--- src/rtl/pipe_stage_reg_pkg.sv ---
// Shared types and per-stage constants for the segmented RV32 inter-stage registers.
// Each pipe_stage_reg instance takes its CTRL_W and BUBBLE_CTRL values from here.
package pipe_pkg;

    typedef enum logic [1:0] {
        EMPTY = 2'd0,
        ONE   = 2'd1,
        FULL  = 2'd2
    } stage_state_e;

    localparam int FE_DE_CTRL_W = 4;
    localparam int DE_EX_CTRL_W = 16;
    localparam int EX_ME_CTRL_W = 8;
    localparam int ME_WB_CTRL_W = 4;

    // Bubbles must never assert RuWr or DMWr; all-zero encodes both as off.
    localparam logic [FE_DE_CTRL_W-1:0] FE_DE_BUBBLE = '0;
    localparam logic [DE_EX_CTRL_W-1:0] DE_EX_BUBBLE = '0;
    localparam logic [EX_ME_CTRL_W-1:0] EX_ME_BUBBLE = '0;
    localparam logic [ME_WB_CTRL_W-1:0] ME_WB_BUBBLE = '0;

endpackage

--- src/rtl/pipe_stage_reg_sat_counter.sv ---
// Saturating event counter: counts up once per cycle with inc high, sticks at all-ones.
module sat_counter #(
    parameter int CNT_W = 16
) (
    input  logic             clk,
    input  logic             rst_n,
    input  logic             inc,
    output logic [CNT_W-1:0] count
);

    always_ff @(posedge clk or negedge rst_n) begin
        if (!rst_n) begin
            count <= '0;
        end else if (inc && (count != '1)) begin
            count <= count + CNT_W'(1);
        end
    end

endmodule

--- src/rtl/pipe_stage_reg.sv ---
// Parametrised inter-stage register with valid/ready handshake, flush, optional
// 2-entry skid buffer and saturating stall/flush counters.
module pipe_stage_reg
    import pipe_pkg::*;
#(
    parameter int                DATA_W      = 32,
    parameter int                CTRL_W      = 16,
    parameter logic [CTRL_W-1:0] BUBBLE_CTRL = '0,
    parameter int                SKID        = 1,
    parameter int                CNT_W       = 16
) (
    input  logic              clk,
    input  logic              rst_n,
    input  logic              in_valid,
    output logic              in_ready,
    input  logic [DATA_W-1:0] in_data,
    input  logic [CTRL_W-1:0] in_ctrl,
    input  logic              flush,
    output logic              out_valid,
    input  logic              out_ready,
    output logic [DATA_W-1:0] out_data,
    output logic [CTRL_W-1:0] out_ctrl,
    output logic [CNT_W-1:0]  stall_cnt,
    output logic [CNT_W-1:0]  flush_cnt,
    output stage_state_e      state_dbg
);

    // Handshake: a bundle moves on a cycle where valid && ready are both high at the
    // rising edge; a sender holds valid and payload stable until that happens, and
    // the receiver's ready may be asserted independently of valid.

    stage_state_e      state;
    stage_state_e      stateNext;
    logic [DATA_W-1:0] mainData;
    logic [DATA_W-1:0] skidData;
    logic [CTRL_W-1:0] mainCtrl;
    logic [CTRL_W-1:0] skidCtrl;
    logic              inReadyQ;
    logic              inFire;
    logic              outFire;
    logic              loadMain;
    logic              mainFromSkid;
    logic              loadSkid;
    logic              stallInc;
    logic              flushInc;

    assign out_valid = (state != EMPTY);
    assign out_data  = mainData;
    assign out_ctrl  = out_valid ? mainCtrl : BUBBLE_CTRL;
    assign state_dbg = state;

    // Without a skid slot, inReadyQ only masks ready until the first edge after reset.
    assign in_ready = (SKID != 0) ? inReadyQ : (inReadyQ && (!out_valid || out_ready));

    assign inFire  = in_valid && in_ready;
    assign outFire = out_valid && out_ready;

    always_comb begin
        stateNext    = state;
        loadMain     = 1'b0;
        mainFromSkid = 1'b0;
        loadSkid     = 1'b0;
        case (state)
            EMPTY: begin
                if (inFire) begin
                    stateNext = ONE;
                    loadMain  = 1'b1;
                end
            end
            ONE: begin
                if (inFire && outFire) begin
                    loadMain = 1'b1;
                end else if (inFire) begin
                    stateNext = FULL;
                    loadSkid  = 1'b1;
                end else if (outFire) begin
                    stateNext = EMPTY;
                end
            end
            FULL: begin
                if (outFire) begin
                    stateNext    = ONE;
                    loadMain     = 1'b1;
                    mainFromSkid = 1'b1;
                end
            end
            default: stateNext = EMPTY;
        endcase
        // Flush wins over everything, including a bundle accepted this same cycle.
        if (flush) begin
            stateNext    = EMPTY;
            loadMain     = 1'b0;
            mainFromSkid = 1'b0;
            loadSkid     = 1'b0;
        end
    end

    always_ff @(posedge clk or negedge rst_n) begin
        if (!rst_n) begin
            state    <= EMPTY;
            inReadyQ <= 1'b0;
            mainData <= '0;
            mainCtrl <= BUBBLE_CTRL;
            skidData <= '0;
            skidCtrl <= BUBBLE_CTRL;
        end else begin
            state    <= stateNext;
            inReadyQ <= (SKID != 0) ? (stateNext != FULL) : 1'b1;
            if (loadMain) begin
                mainData <= mainFromSkid ? skidData : in_data;
                mainCtrl <= mainFromSkid ? skidCtrl : in_ctrl;
            end
            if (loadSkid) begin
                skidData <= in_data;
                skidCtrl <= in_ctrl;
            end
        end
    end

    assign stallInc = out_valid && !out_ready;
    assign flushInc = flush && out_valid;

    sat_counter #(.CNT_W(CNT_W)) uStallCnt (
        .clk   (clk),
        .rst_n (rst_n),
        .inc   (stallInc),
        .count (stall_cnt)
    );

    sat_counter #(.CNT_W(CNT_W)) uFlushCnt (
        .clk   (clk),
        .rst_n (rst_n),
        .inc   (flushInc),
        .count (flush_cnt)
    );

endmodule
--- config.mk ---
export PLATFORM = sky130hd
export DESIGN_NAME = pipe_stage_reg
export DESIGN_NICKNAME = d
export VERILOG_FILES = /design/src/rtl/pipe_stage_reg_pkg.sv /design/src/rtl/pipe_stage_reg_sat_counter.sv /design/src/rtl/pipe_stage_reg.sv
export SDC_FILE = /design/constraint.sdc
export NUM_CORES = 1
export LEC_CHECK = 0
export CAP_MARGIN = 20
export CORE_AREA = 2 2 81 160
export CTS_CLUSTER_DIAMETER = 200
export CTS_CLUSTER_SIZE = 24
export DETAILED_ROUTE_END_ITERATION = 16
export DIE_AREA = 0 0 83 162
export HOLD_SLACK_MARGIN = 0.12
export PLACE_DENSITY = 0.78
export SLEW_MARGIN = 30
export SYNTH_ARGS = -nofsm -noshare
export SYNTH_HDL_FRONTEND = slang
export SYNTH_HIERARCHICAL = 1
export SYNTH_SLANG_ARGS = --single-unit
--- constraint.sdc ---
create_clock -name clk -period 2.55 [get_ports clk]
set_input_delay 0.3825 -clock clk [delete_from_list [all_inputs] [get_ports clk]]
set_output_delay 0.3825 -clock clk [all_outputs]
set_load 0.02 [all_outputs]
# ---- After elaboration in Yosys (flattened, before gate mapping)
# Cells that the tools add are included.
# W data, S select, Z words.
dict set report totals {
  inputBits 53
  reg_bits 131
  elab_cells 45
}
dict set report classes {
  mux 20
  addsub 2
  eq_ne 5
  n_reduce_logical 10
}
# operator count
set ops {}
lappend ops {{$add A16 B1 Y16 const B} 2}
lappend ops {{$mux W16} 2}
lappend ops {{$mux W32} 1}
lappend ops {{$ne A16 B16 Y1 const B} 2}
lappend ops {{$mux W2} 6}
lappend ops {{$mux W1} 9}
lappend ops {{$logic_and A1 B1 Y1} 7}
lappend ops {{$pmux W2 S3} 1}
lappend ops {{$pmux W1 S3} 1}
lappend ops {{$eq A2 B1 Y1 const B} 1}
lappend ops {{$eq A2 B2 Y1 const B} 1}
lappend ops {{$logic_not A2 Y1} 1}
lappend ops {{$ne A2 B2 Y1 const B} 1}
lappend ops {{$reduce_bool A2 Y1} 1}
lappend ops {{$logic_not A1 Y1} 1}

# ---- Logic depth before layout (Yosys ltp)
dict set report logic_depth {
  ltp_word 8
  ltp_mapped 7
  depth_no_buf 6
}

# ---- By module
# Netlist, hierarchy kept.
# mod area_per_inst_um2 n_inst seq_area_each_um2 cells_per_inst
set modules_own_cells {}
lappend modules_own_cells {pipe_stage_reg 4271.6 1 2477.4 348}
lappend modules_own_cells {sat_counter 859.6 2 400.4 72}

# ---- Least setup slack after synthesis
# OpenSTA, ideal clock, no wires.
dict set report synth_path {
  kind {register to register}
  start {register state[1] (netlist: state_dbg[1])}
  end {register uStallCnt.count[7]}
  stages_incl_launch_ff 8
  t_arrival_ns 2.048
  t_required_ns 2.418
  slack_ns 0.369
  period_less_slack_ns 2.181
  n_path_buf 1
  path_cell_list {dfrtp_1 > nor2_1 > clkbuf_1 > nor2_1 > and3_1 > and4_2 > a31oi_1 > a31oi_1}
}
dict set report synth_between {
  elab_chain_cells 3
}
# element line
set synth_rtl {}
lappend synth_rtl {{start: declaration} pipe_stage_reg.sv:32} ;# stage_state_e state;
lappend synth_rtl {{start signal: assignment} pipe_stage_reg.sv:107} ;# state <= stateNext;
lappend synth_rtl {{$reduce_bool A2 Y1} pipe_stage_reg.sv:47} ;# assign out_valid = (state != EMPTY);
lappend synth_rtl {{$logic_and A1 B1 Y1} pipe_stage_reg.sv:120} ;# assign stallInc = out_valid && !out_ready;
lappend synth_rtl {{via stallInc} pipe_stage_reg.sv:44} ;# logic stallInc;
lappend synth_rtl {{$logic_and A1 B1 Y1} pipe_stage_reg_sat_counter.sv:14} ;# end else if (inc && (count != '1)) begin
lappend synth_rtl {{end signal: assignment} pipe_stage_reg_sat_counter.sv:15} ;# count <= count + CNT_W'(1);
lappend synth_rtl {{end: declaration} pipe_stage_reg_sat_counter.sv:8} ;# output logic [CNT_W-1:0] count
# The timed path passes the listed nets, and every way through them passes these cells.
# A chain may end at the register's enable or synchronous reset.

# ---- Worst setup path after layout
dict set report layout_path {
  start {register state[1] (netlist: state_dbg[1])}
  end {output port out_ctrl[2]}
}
dict set report layout_between {
  elab_chain_cells 2
}
# element line
set layout_rtl {}
lappend layout_rtl {{$reduce_bool A2 Y1} pipe_stage_reg.sv:47}
lappend layout_rtl {{$mux W16} pipe_stage_reg.sv:49} ;# assign out_ctrl = out_valid ? mainCtrl : BUBBLE_CTRL;
lappend layout_rtl {{end: declaration} pipe_stage_reg.sv:22} ;# output logic [CTRL_W-1:0] out_ctrl,
# Every way passes these cells.

==> flow_summary.ini <==
[final_layout]
antennaDiodeCount = 0
synthToLayoutAreaGrowth_pct = 36.6
layout.nets = 692
n_fill_cell = 919
utilization_pct = 67.1
drive_gt1_share_pct = 17.5

[global_route]
antenna_found_initial = 0
grt.overflow.total = 0
grt_first_pass_wirelength_mm = 23.9
grt_max_degree = 65
track_usage_pct = 22.4
grt_pass1_vias = 4904

[place]
numPortBuffers = 136
dpl.hpwl_mm = 10.0
place.gp.congestion = 0.802

[critical_path]
r2r_slack_ns = 0.58
worst-path-buf-inv = 2
worstPathCellList = nor2_2, buf_4, nor2b_1, clkdlybuf4s50_1
rr_worst_depth = 8
worstPathRequired_ns = 2.17
reg2reg_from = state_dbg[1]$_DFF_PN0_
max_stage_delay_ns = 0.65
cp-start-kind = register
crit_fanout = 12
crit_path_end_kind = output port
r2r-end = uFlushCnt/count[7]$_DFFE_PN0P_
crit_slowest_cell = clkdlybuf4s50_1
critPathKind = reg -> out
path_delay_family = buffers and inverters
critPathArrivalTime_ns = 2.06
crit_path_start = state_dbg[1]$_DFF_PN0_

[timing]
hold_viol = 0
fin_skew_ns = 0.0105
worst_pin_slew_ns = 0.484
rsz0062_at_grt = no
setup-violations-final = 0
period_needed_ns = 2.45
max_slew_margin_pct = 67.7
report.final.slew_viol_count = 0
tns_ns = 0
fin_crit_sh_pct = 95.9
fmax_mhz = 409

[floorplan]
dieWidth_um = 83
num_rows = 57
initial_core_util_pct = 49.1
core_mm2 = 0.0122
dieArea_mm2 = 0.0134
die_h_um = 162
num_io_pins = 137

[logic_synthesis]
synth_area_mm2 = 0.00599
synthArstFlopShare_pct = 100
seq_area_frac_synth_pct = 54.7
synth_edf_count = 0
syn_avg_cell_area_um2 = 12.2
synth_flop_cell = dfrtp_1
synth.most_common_cell = dfrtp_1
syn_nets = 547
synth_common_cells = dfrtp_1 (131), nand2_1 (58), mux2i_1 (49)
ys_warn_count = 6
ys_ff_latch = 131
yosysTopAreaCell = dfrtp_1
ys_types = 41
synthCells = 492
synth_top_area_share_pct = 54.7
synth_area_leaders = dfrtp_1 (55%), mux2_2 (9.0%), mux2i_1 (8.2%), nand2_1 (3.6%), o21ai_0 (3.5%)

[clock_tree]
cts_setup_buffers = 0
cts-root-buf = clkbuf_16
cts_resized = 0
htreeDepth = 4
cts_tree = done
cts.sinks = 131
clock_latency_ns = 0.42
cts_buffers = 17
clockBufferDepth = 2
cts.clk_slew.worst_paths_ns = 0.06

[drt]
drt_iter0_markers = 209
vias_per_cell = 5.63
dr.pass1.iters = 4
vias = 4488
drc = 0
wl_per_cell_um = 18.0
ant_nets = 0
drt-total-wl_mm = 14.3

[run_status]
status = complete, no violations

[flow_run]
maxCapViolations = 0

[power_and_ir_drop]
ir_drop_v = 0.000667
p_leak_nw = 3.43
p_per_area_mw_per_mm2 = 836

[worst_hold_path]
hold_path.class = in -> async
[worst reg2reg max path: stages (launching register included)]
cell and delay, ns:
dfrtp_1 0.49, nor2_2 0.09, buf_4 0.17, nor2b_1 0.13, buf_4 0.16, and3_1 0.27, and4_2 0.28, a31oi_1 0.08
a31oi_1 0.21
[worst max path at each step]
stage                                endpoint  depth (start not counted)  slack, ns
4_1_cts                           out_ctrl[2]                          4        0.1
3_3_place_gp   uFlushCnt/count[7]$_DFFE_PN0P_                          7       0.47
5_1_grt                           out_ctrl[9]                          4       0.06
6_report                          out_ctrl[2]                          4       0.10
3_5_place_dp          skidCtrl[9]$_DFFE_PN0P_                          5       0.39
2_1_floorplan  uStallCnt/count[7]$_DFFE_PN0P_                          7       0.37
[area by class of cell]
class                   count  area (µm²)  share of cell area, %
flip-flops and latches    131        3280                   40.0
repair buffers            148        1510                   18.5
multi-input cells         337        2590                   31.7
clock buffers              18         429                   5.24
clock inverters            14         178                   2.17
well taps                 147         184                   2.25
inverters                   2        7.51                 0.0917
[state kept, by name, indices dropped and copies added, names as in the netlist]
register,count
in_ready,1
mainCtrl,16
uStallCnt/count,16
skidCtrl,16
out_data,32
uFlushCnt/count,16
state_dbg,2
skidData,32
[cell usage in the layout (no fill, tap or decap), types with 3 or more instances in the layout]
cell type	netlist	final
clkdlybuf4s50_1	0	135
dfrtp_1	131	131
nand2_1	58	58
mux2i_1	49	49
mux2_2	48	48
o21ai_0	42	42
nor2b_1	18	18
nand4_1	17	17
clkbuf_16	0	17
o21a_1	11	11
nand3_1	10	10
xnor2_1	10	10
o21ai_1	8	8
nor2_1	8	7
buf_4	7	7
a21oi_1	6	6
a31oi_1	6	6
buf_12	0	5
inv_6	0	4
clkinv_4	0	4
and3_1	4	4
xor2_1	4	4
nor4_4	4	4
nor2_2	2	3
bufinv_16	0	3
[what timing repair did]
action,in CTS,in global routing
hold buffers,1,0
hold endpoints to repair,33,0
setup endpoints to repair,0,0
[power by group]
group | switching, mW | total [mW] | internal (mW) | leakage (nW)
combinational | 0.699 | 1.47 | 0.768 | 1.48
clock | 0.949 | 2.50 | 1.55 | 0.296
sequential | 0.339 | 2.88 | 2.54 | 1.65
[through the flow]
stage	area [µm²]	hold slack, ns	setup WS [ns]	cells	power [mW]
6_report	8190	0.466	0.104	797	6.84
2_1_floorplan	5990	0.0869	0.369	492	3.62
3_5_place_dp	7570	0.377	0.387	764	4.38
4_1_cts	8190	0.470	0.0967	797	6.91
5_1_grt	8190	0.499	0.0620	797	7.16
3_3_place_gp	7570	0.367	0.470	764	4.30
[metal layers]
layer	share of wire (%)	track usage, %	routed length, µm
met5	0	0	0
met4	2.1	8.57	300
met3	5.5	6.96	789
met2	57	42.5	8170
met1	35	22.5	5060
[cell families after synthesis]
logic type | synth area share [%]
fa+ha+maj | 0.418
mux | 17.6
simple gates | 14.5
buf+inv | 2.26
xor+xnor | 2.05
compound gates | 8.50
flops | 54.7
Note: power is estimated with default switching activity, not from simulation.
